<file path="config.mk">
export PLATFORM = sky130hd
export DESIGN_NAME = mfrc522_reg_if_flat
export DESIGN_NICKNAME = d
export VERILOG_FILES = /design/src/rtl/mfrc522_pkg.sv /design/src/rtl/mfrc522_reg_if_if.sv /design/src/rtl/mfrc522_reg_if.sv /design/src/flat_wrapper.sv
export SDC_FILE = /design/constraint.sdc
export NUM_CORES = 1
export LEC_CHECK = 0
export ABC_CLOCK_PERIOD_IN_PS = 2330
export BUFFER_PORTS_ARGS = -buffer_cell sky130_fd_sc_hd__buf_2
export CAP_MARGIN = 10
export CORE_MARGIN = 8
export CORE_UTILIZATION = 50
export DETAILED_ROUTE_END_ITERATION = 8
export PLACE_DENSITY = 0.76
export SLEW_MARGIN = 10
export SYNTH_ARGS = -nofsm -noshare
export SYNTH_HDL_FRONTEND = slang
export SYNTH_SLANG_ARGS = --single-unit
</file>
<file path="constraint.sdc">
create_clock -name clk -period 2.33 [get_ports clk]
set_input_delay 0.5825 -clock clk [delete_from_list [all_inputs] [get_ports clk]]
set_output_delay 0.5825 -clock clk [all_outputs]
set_load 0.01 [all_outputs]
</file>
<file path="src/rtl/mfrc522_pkg.sv">
// Shared MFRC522 definitions: register map, SPI address-byte encoding and
// the state codes of the register-access engine.
package mfrc522_pkg;

   localparam logic [5:0] COMMAND_REG    = 6'h01;
   localparam logic [5:0] COM_IRQ_REG    = 6'h04;
   localparam logic [5:0] FIFO_DATA_REG  = 6'h09;
   localparam logic [5:0] FIFO_LEVEL_REG = 6'h0A;
   localparam logic [5:0] TX_CONTROL_REG = 6'h14;
   localparam logic [5:0] VERSION_REG    = 6'h37;

   typedef logic [2:0] state_t;

   localparam state_t S_IDLE = 3'd0;
   localparam state_t S_SEND = 3'd1;
   localparam state_t S_WAIT = 3'd2;
   localparam state_t S_PUSH = 3'd3;
   localparam state_t S_DONE = 3'd4;
   localparam state_t S_ERR  = 3'd5;

   // rw = 1 selects a register read; the LSB is always 0 on the MFRC522.
   function automatic logic [7:0] mfrc522_addr_byte(input logic rw, input logic [5:0] addr);
      return {rw, addr, 1'b0};
   endfunction

endpackage

</file>
<file path="src/rtl/mfrc522_reg_if_if.sv">
// Byte-command link between the register engine (master) and spi_master (slave).
// A byte transfers on a cycle with spi_cmd_valid && spi_cmd_ready; valid holds
// with stable data until then, and spi_cmd_done later pulses once with spi_rx_data.
interface mfrc522_reg_if_if;
   logic       spi_cmd_valid;
   logic [7:0] spi_tx_data;
   logic       spi_keep_cs;
   logic       spi_cmd_ready;
   logic [7:0] spi_rx_data;
   logic       spi_cmd_done;

   modport master (
      output spi_cmd_valid, spi_tx_data, spi_keep_cs,
      input  spi_cmd_ready, spi_rx_data, spi_cmd_done
   );

   modport slave (
      input  spi_cmd_valid, spi_tx_data, spi_keep_cs,
      output spi_cmd_ready, spi_rx_data, spi_cmd_done
   );
endinterface

</file>
<file path="src/rtl/mfrc522_reg_if.sv">
// MFRC522 register-access engine: turns read/write bursts into byte commands
// for spi_master, holding CS across the burst and guarding each byte with a timeout.
module mfrc522_reg_if
   import mfrc522_pkg::*;
#(
   parameter int MAX_LEN      = 64,
   parameter int LEN_W        = 7,
   parameter int TIMEOUT_CLKS = 65535
) (
   input  logic             clk,
   input  logic             rst_n,
   input  logic             req_valid,
   output logic             req_ready,
   input  logic             req_write,
   input  logic [5:0]       req_addr,
   input  logic [LEN_W-1:0] req_len,
   input  logic [7:0]       wr_data,
   input  logic             wr_valid,
   output logic             wr_ready,
   output logic [7:0]       rd_data,
   output logic             rd_valid,
   input  logic             rd_ready,
   output logic             done,
   output logic             err,
   output logic             busy,
   mfrc522_reg_if_if.master spi,
   output state_t           dbg_state
);

   localparam int CNT_W = LEN_W + 1;
   localparam int TO_W  = $clog2(TIMEOUT_CLKS + 1);

   state_t           state;
   logic             write_q;
   logic [5:0]       addr_q;
   logic [LEN_W-1:0] len_q;
   logic [CNT_W-1:0] cnt;
   logic [TO_W-1:0]  tcnt;
   logic             cmd_valid_q;
   logic [7:0]       tx_q;
   logic             keep_q;

   logic [CNT_W-1:0] len_ext;
   logic             last_done;
   logic             next_keep;
   logic [7:0]       next_rd_byte;
   logic             len_ok;
   logic             wait_to_wdata;
   logic             load_wr;

   // cnt is the index of the next byte to send, so after the final
   // handshake it sits one past the length.
   assign len_ext       = CNT_W'(len_q);
   assign last_done     = (cnt == len_ext + CNT_W'(1));
   assign next_keep     = (cnt != len_ext);
   assign next_rd_byte  = (cnt < len_ext) ? mfrc522_addr_byte(1'b1, addr_q) : 8'h00;
   assign len_ok        = (req_len != '0) && (req_len <= LEN_W'(MAX_LEN));
   assign wait_to_wdata = (state == S_WAIT) && spi.spi_cmd_done && write_q && !last_done;
   assign load_wr       = wr_valid && (((state == S_SEND) && !cmd_valid_q) || wait_to_wdata);

   assign req_ready         = (state == S_IDLE);
   assign busy              = (state != S_IDLE);
   assign wr_ready          = load_wr;
   assign dbg_state         = state;
   assign spi.spi_cmd_valid = cmd_valid_q;
   assign spi.spi_tx_data   = tx_q;
   assign spi.spi_keep_cs   = keep_q;

   always_ff @(posedge clk or negedge rst_n) begin
      if (!rst_n) begin
         state       <= S_IDLE;
         write_q     <= 1'b0;
         addr_q      <= '0;
         len_q       <= '0;
         cnt         <= '0;
         tcnt        <= '0;
         cmd_valid_q <= 1'b0;
         tx_q        <= 8'h00;
         keep_q      <= 1'b0;
         rd_data     <= 8'h00;
         rd_valid    <= 1'b0;
         done        <= 1'b0;
         err         <= 1'b0;
      end else begin
         done <= 1'b0;
         err  <= 1'b0;
         case (state)
            S_IDLE: begin
               if (req_valid) begin
                  write_q <= req_write;
                  addr_q  <= req_addr;
                  len_q   <= req_len;
                  cnt     <= '0;
                  if (len_ok) begin
                     state       <= S_SEND;
                     cmd_valid_q <= 1'b1;
                     tx_q        <= mfrc522_addr_byte(!req_write, req_addr);
                     keep_q      <= 1'b1;
                  end else begin
                     state <= S_ERR;
                  end
               end
            end
            S_SEND: begin
               if (cmd_valid_q) begin
                  if (spi.spi_cmd_ready) begin
                     cmd_valid_q <= 1'b0;
                     cnt         <= cnt + CNT_W'(1);
                     // Preloaded so that ERR is entered with err landing
                     // exactly TIMEOUT_CLKS cycles after the handshake.
                     tcnt        <= TO_W'(2);
                     state       <= S_WAIT;
                  end
               end else if (wr_valid) begin
                  tx_q        <= wr_data;
                  keep_q      <= next_keep;
                  cmd_valid_q <= 1'b1;
               end
            end
            S_WAIT: begin
               if (spi.spi_cmd_done) begin
                  if (!write_q && (cnt >= CNT_W'(2))) begin
                     rd_data  <= spi.spi_rx_data;
                     rd_valid <= 1'b1;
                     state    <= S_PUSH;
                  end else if (last_done) begin
                     done  <= 1'b1;
                     state <= S_DONE;
                  end else begin
                     state <= S_SEND;
                     if (!write_q) begin
                        tx_q        <= next_rd_byte;
                        keep_q      <= next_keep;
                        cmd_valid_q <= 1'b1;
                     end else if (wr_valid) begin
                        tx_q        <= wr_data;
                        keep_q      <= next_keep;
                        cmd_valid_q <= 1'b1;
                     end
                  end
               end else if (tcnt >= TO_W'(TIMEOUT_CLKS - 1)) begin
                  state <= S_ERR;
               end else begin
                  tcnt <= tcnt + TO_W'(1);
               end
            end
            S_PUSH: begin
               if (rd_ready) begin
                  rd_valid <= 1'b0;
                  if (last_done) begin
                     done  <= 1'b1;
                     state <= S_DONE;
                  end else begin
                     state       <= S_SEND;
                     tx_q        <= next_rd_byte;
                     keep_q      <= next_keep;
                     cmd_valid_q <= 1'b1;
                  end
               end
            end
            S_DONE: state <= S_IDLE;
            S_ERR: begin
               err   <= 1'b1;
               state <= S_IDLE;
            end
            default: state <= S_IDLE;
         endcase
      end
   end

endmodule

</file>
<file path="src/flat_wrapper.sv">
// flat-port wrapper written by rule: the top's interface ports become plain ports
module mfrc522_reg_if_flat import mfrc522_pkg::*;
#(
   parameter int MAX_LEN      = 64,
   parameter int LEN_W        = 7,
   parameter int TIMEOUT_CLKS = 65535
)
  (clk, rst_n, req_valid, req_ready, req_write, req_addr, req_len, wr_data, wr_valid, wr_ready, rd_data, rd_valid, rd_ready, done, err, busy, dbg_state, spi_spi_cmd_valid, spi_spi_tx_data, spi_spi_keep_cs, spi_spi_cmd_ready, spi_spi_rx_data, spi_spi_cmd_done);
  mfrc522_reg_if_if spi_i ();
  input  logic clk;
  input  logic rst_n;
  input  logic req_valid;
  output logic req_ready;
  input  logic req_write;
  input  logic [5:0] req_addr;
  input  logic [LEN_W-1:0] req_len;
  input  logic [7:0] wr_data;
  input  logic wr_valid;
  output logic wr_ready;
  output logic [7:0] rd_data;
  output logic rd_valid;
  input  logic rd_ready;
  output logic done;
  output logic err;
  output logic busy;
  output state_t dbg_state;
  output wire logic [$bits(spi_i.spi_cmd_valid)-1:0] spi_spi_cmd_valid;
  output wire logic [$bits(spi_i.spi_tx_data)-1:0] spi_spi_tx_data;
  output wire logic [$bits(spi_i.spi_keep_cs)-1:0] spi_spi_keep_cs;
  input wire logic [$bits(spi_i.spi_cmd_ready)-1:0] spi_spi_cmd_ready;
  input wire logic [$bits(spi_i.spi_rx_data)-1:0] spi_spi_rx_data;
  input wire logic [$bits(spi_i.spi_cmd_done)-1:0] spi_spi_cmd_done;
  assign spi_spi_cmd_valid = spi_i.spi_cmd_valid;
  assign spi_spi_tx_data = spi_i.spi_tx_data;
  assign spi_spi_keep_cs = spi_i.spi_keep_cs;
  assign spi_i.spi_cmd_ready = spi_spi_cmd_ready;
  assign spi_i.spi_rx_data = spi_spi_rx_data;
  assign spi_i.spi_cmd_done = spi_spi_cmd_done;
  mfrc522_reg_if #(.MAX_LEN(MAX_LEN), .LEN_W(LEN_W), .TIMEOUT_CLKS(TIMEOUT_CLKS)) u_core (.clk(clk), .rst_n(rst_n), .req_valid(req_valid), .req_ready(req_ready), .req_write(req_write), .req_addr(req_addr), .req_len(req_len), .wr_data(wr_data), .wr_valid(wr_valid), .wr_ready(wr_ready), .rd_data(rd_data), .rd_valid(rd_valid), .rd_ready(rd_ready), .done(done), .err(err), .busy(busy), .spi(spi_i), .dbg_state(dbg_state));
endmodule
</file>
==> results.txt <==
outcome: finished, violations left
failing checks: setup timing
final net count: 524
adder-cell share of the synthesized area: 4.20%
1st-iter DRT viols: 151
most frequent cells in the layout: buf_2 (62), dfrtp_1 (61), buf_4 (47)
share of Yosys cell area claimed by the top area cell type: 43.4%
placer congestion estimate: 0.922
Main synth FF type: dfrtp_1
CTS tree: yes
post-DR vias/cell: 5.60
XOR/XNOR Fraction of Synth Area: 5.15%
sequential power share: 28.7%
simple-gate share of the synthesized area: 19.2%
Post-DRT Antenna Nets: 0
Worst EP arrival: 2280 ps
top cells by area, synth: dfrtp_1 (43%), mux2_2 (5.4%), ha_1 (4.2%)
Final WS setup: -529 ps
actual slew at the worst max-slew pin: 748 ps
Core Util, Final: 66.3%
H-tree depth: 3
Residual DRC: 0
max_cap viols: 0
CTS root buffer: clkbuf_8
setup violators final: 12
Static Leak: 2.22 nW
power per standard cell area: 1270 mW/mm²
Skew-Pair Late Insertion Delay: 340 ps
Syn Inst Count: 366
Max Freq: 0.350 GHz
share of flip-flops with an asynchronous set or reset: 100%
Worst R2R End: u_core.spi.spi_tx_data[4]
Top Ports: 64
largest family of logic cells by synthesized area: simple AND/OR/NAND/NOR gates
Synth Area in Compound Gates: 13.5%
Routed WL per cell: 16.7 µm
NetSw: 2.36 mW
Net Sw Frac: 39.4%
DIE HEIGHT: 101 µm
largest net degree at the start of global routing: 28
CP Capture Type: output port
Synth area leader: dfrtp_1
Detailed Place HPWL: 6860 µm
Final Hold Violating Endpoints: 0
drt total wl: 9680 µm
Starting Density: 50.3%
RSZ-0062 raised after global routing: yes
gr usage total: 19.2%
initial antenna violation count: 0
FF+latch area: 0.00155 mm²
final-report max-slew violation count: 0
Worst VDD drop: 809 µV
multiplexer share of the synthesized area: 10.3%
Final Skew: 11.0 ps
synthesis-stage register bit count: 62
Setup CP Type: reg -> out
Worst Path Max Fanout: 4
cts bufs inserted: 9
Post-synth EDFFs: 0
hold_buf cts: 0
reg2reg setup slack: -470 ps
critical path required time: 1750 ps
die area: 0.0101 mm²
Die W: 101 µm
ANT cells: 0
most common cell after layout, fill and taps aside: buf_2
fillers: 520
sequential area share after synthesis: 43.4%
R2R cell count: 15
Longest Clk Path Bufs: 2
first-pass GRT wire length: 15400 µm
Mapped Area: 0.00357 mm²
synth-to-layout area growth: 31.7%
Clock Sinks: 62
Core Region: 0.00710 mm²
Distinct cells, synth: 56
area of the multi-input gates: 0.00201 mm²
port bufs: 63
Internal: 3.62 mW
Reg2Reg Launch Point: u_core.len_q[1]
fin crit period: 2860 ps
Yosys warning total: 0
via count: 3245
Hold Crit Class: in -> async
part of the cycle the worst path needs: 123%
Syn Nets: 415
Overflow after GRT: 0
First-pass DRT Iterations: 4
share of layout cells above drive strength 1: 37.9%
Gate power share: 53.8%
clk slew on worst S/H paths: 70 ps
CP Launch Point: u_core.len_q[4]
crit path launch type: register
Place WS: -291 ps
Slew headroom: 49.8%
number of global-route vias before repair: 3296
Synth Area per Inst: 9.76 µm²
Clock power frac: 17.5%
FP Rows: 31
-- synth_stat cells, types with 2 or more instances --
cell type and instances:
and3_1 4, nor4_1 5, nor2_1 37, xor2_1 8
or4_4 2, nand2_1 27, o21ai_0 22, clkbuf_1 8
mux2_4 7, a31oi_1 2, a211oi_2 2, a21oi_1 15
o32ai_1 2, inv_1 20, o2111ai_1 2, nor3_1 13
xnor2_1 13, nand3_1 7, buf_2 6, nor3b_1 2
o21a_1 2, nand4_1 7, o31ai_1 2, or3_1 8
mux2_2 17, nor2b_1 5, a221o_1 7, ha_1 12
mux2i_1 7, dfrtp_1 62, nor4_2 2, nand2b_1 5
and2_1 2, and4_1 2
-- layout make-up --
cell class | instances | share of cell area, %
repair buffers | 114 | 15.5
clock buffers | 12 | 3.09
multi-input cells | 268 | 42.7
inverters | 20 | 1.60
flip-flops and latches | 62 | 33.0
well taps | 99 | 2.63
clock inverters | 4 | 1.49
-- state kept, by name, indices dropped and copies added (netlist names) --
name and flops:
u_core.tcnt 16, u_core.cnt 8, u_core.rd_data 8, u_core.spi.spi_tx_data 8
u_core.len_q 7, u_core.addr_q 6, u_core.dbg_state 3, u_core.done 1
u_core.err 1, u_core.rd_valid 1, u_core.spi.spi_cmd_valid 1, u_core.spi.spi_keep_cs 1
u_core.write_q 1
-- kinds of logic (layout without fill, tap and decap cells) --
logic type                 Yosys count  in the layout
muxes                               31             31
adders and majority gates           12             12
xor gates and xnor gates            21             21
and+or+nand+nor                    133            133
buffers and inverters               36            150
AOI/OAI and AO/OA                   71             71
DFF                                 62             62
-- stage by stage --
stage | area, µm² | hold WS (ps) | total power [mW] | TNS [ps] | cells
global route | 4700 | 238 | 6.33 | -6130 | 579
detailed placement | 4260 | 494 | 4.47 | -2540 | 552
CTS | 4570 | 214 | 5.72 | -2540 | 573
global placement | 4260 | 484 | 4.37 | -2070 | 552
floorplan | 3580 | 287 | 3.52 | -485 | 366
finish | 4700 | 196 | 5.98 | -4930 | 579
-- what timing repair did --
action | in CTS | in global routing
setup buffers | 5 | 6
endpoints found under the setup margin | 10 | 20
resized for setup | 12 | 20
pin swaps | 2 | 8
-- worst max path at each step --
stage                                 to  cells past startpoint
3_5_place_dp   u_core.spi.spi_tx_data[6]                      8
3_3_place_gp   u_core.spi.spi_tx_data[4]                      8
2_1_floorplan  u_core.spi.spi_tx_data[1]                      7
6_report                        wr_ready                      8
4_1_cts                         wr_ready                      9
5_1_grt                         wr_ready                      8
-- routing by layer --
metal | share of wire (%) | up-vias | global-route usage, % | wire length [µm]
met3 | 5.1 | 26 | 4.83 | 494
li1 | - | 1535 | - | -
met1 | 43 | 1578 | 23.5 | 4180
met2 | 49 | 106 | 32.0 | 4760
met5 | 0 | - | 0 | 0
met4 | 2.5 | 0 | 6.74 | 239
-- power groups by stage --
stage	clock network [mW]	registers, mW	logic [mW]
floorplan	0	1.72	1.80
global placement	0	1.68	2.69
detailed placement	0	1.70	2.77
CTS	1.05	1.69	2.98
global route	1.10	1.75	3.49
finish	1.05	1.71	3.21
-- critical path: stages, from the launching register on --
cell and delay [ps]:
dfrtp_1 450, nand3_1 170, nor3_2 220, xor2_1 370
nor4_2 100, buf_4 160, o32ai_2 190, and2_4 180
buf_6 100
(Power assumes the default switching activity.)
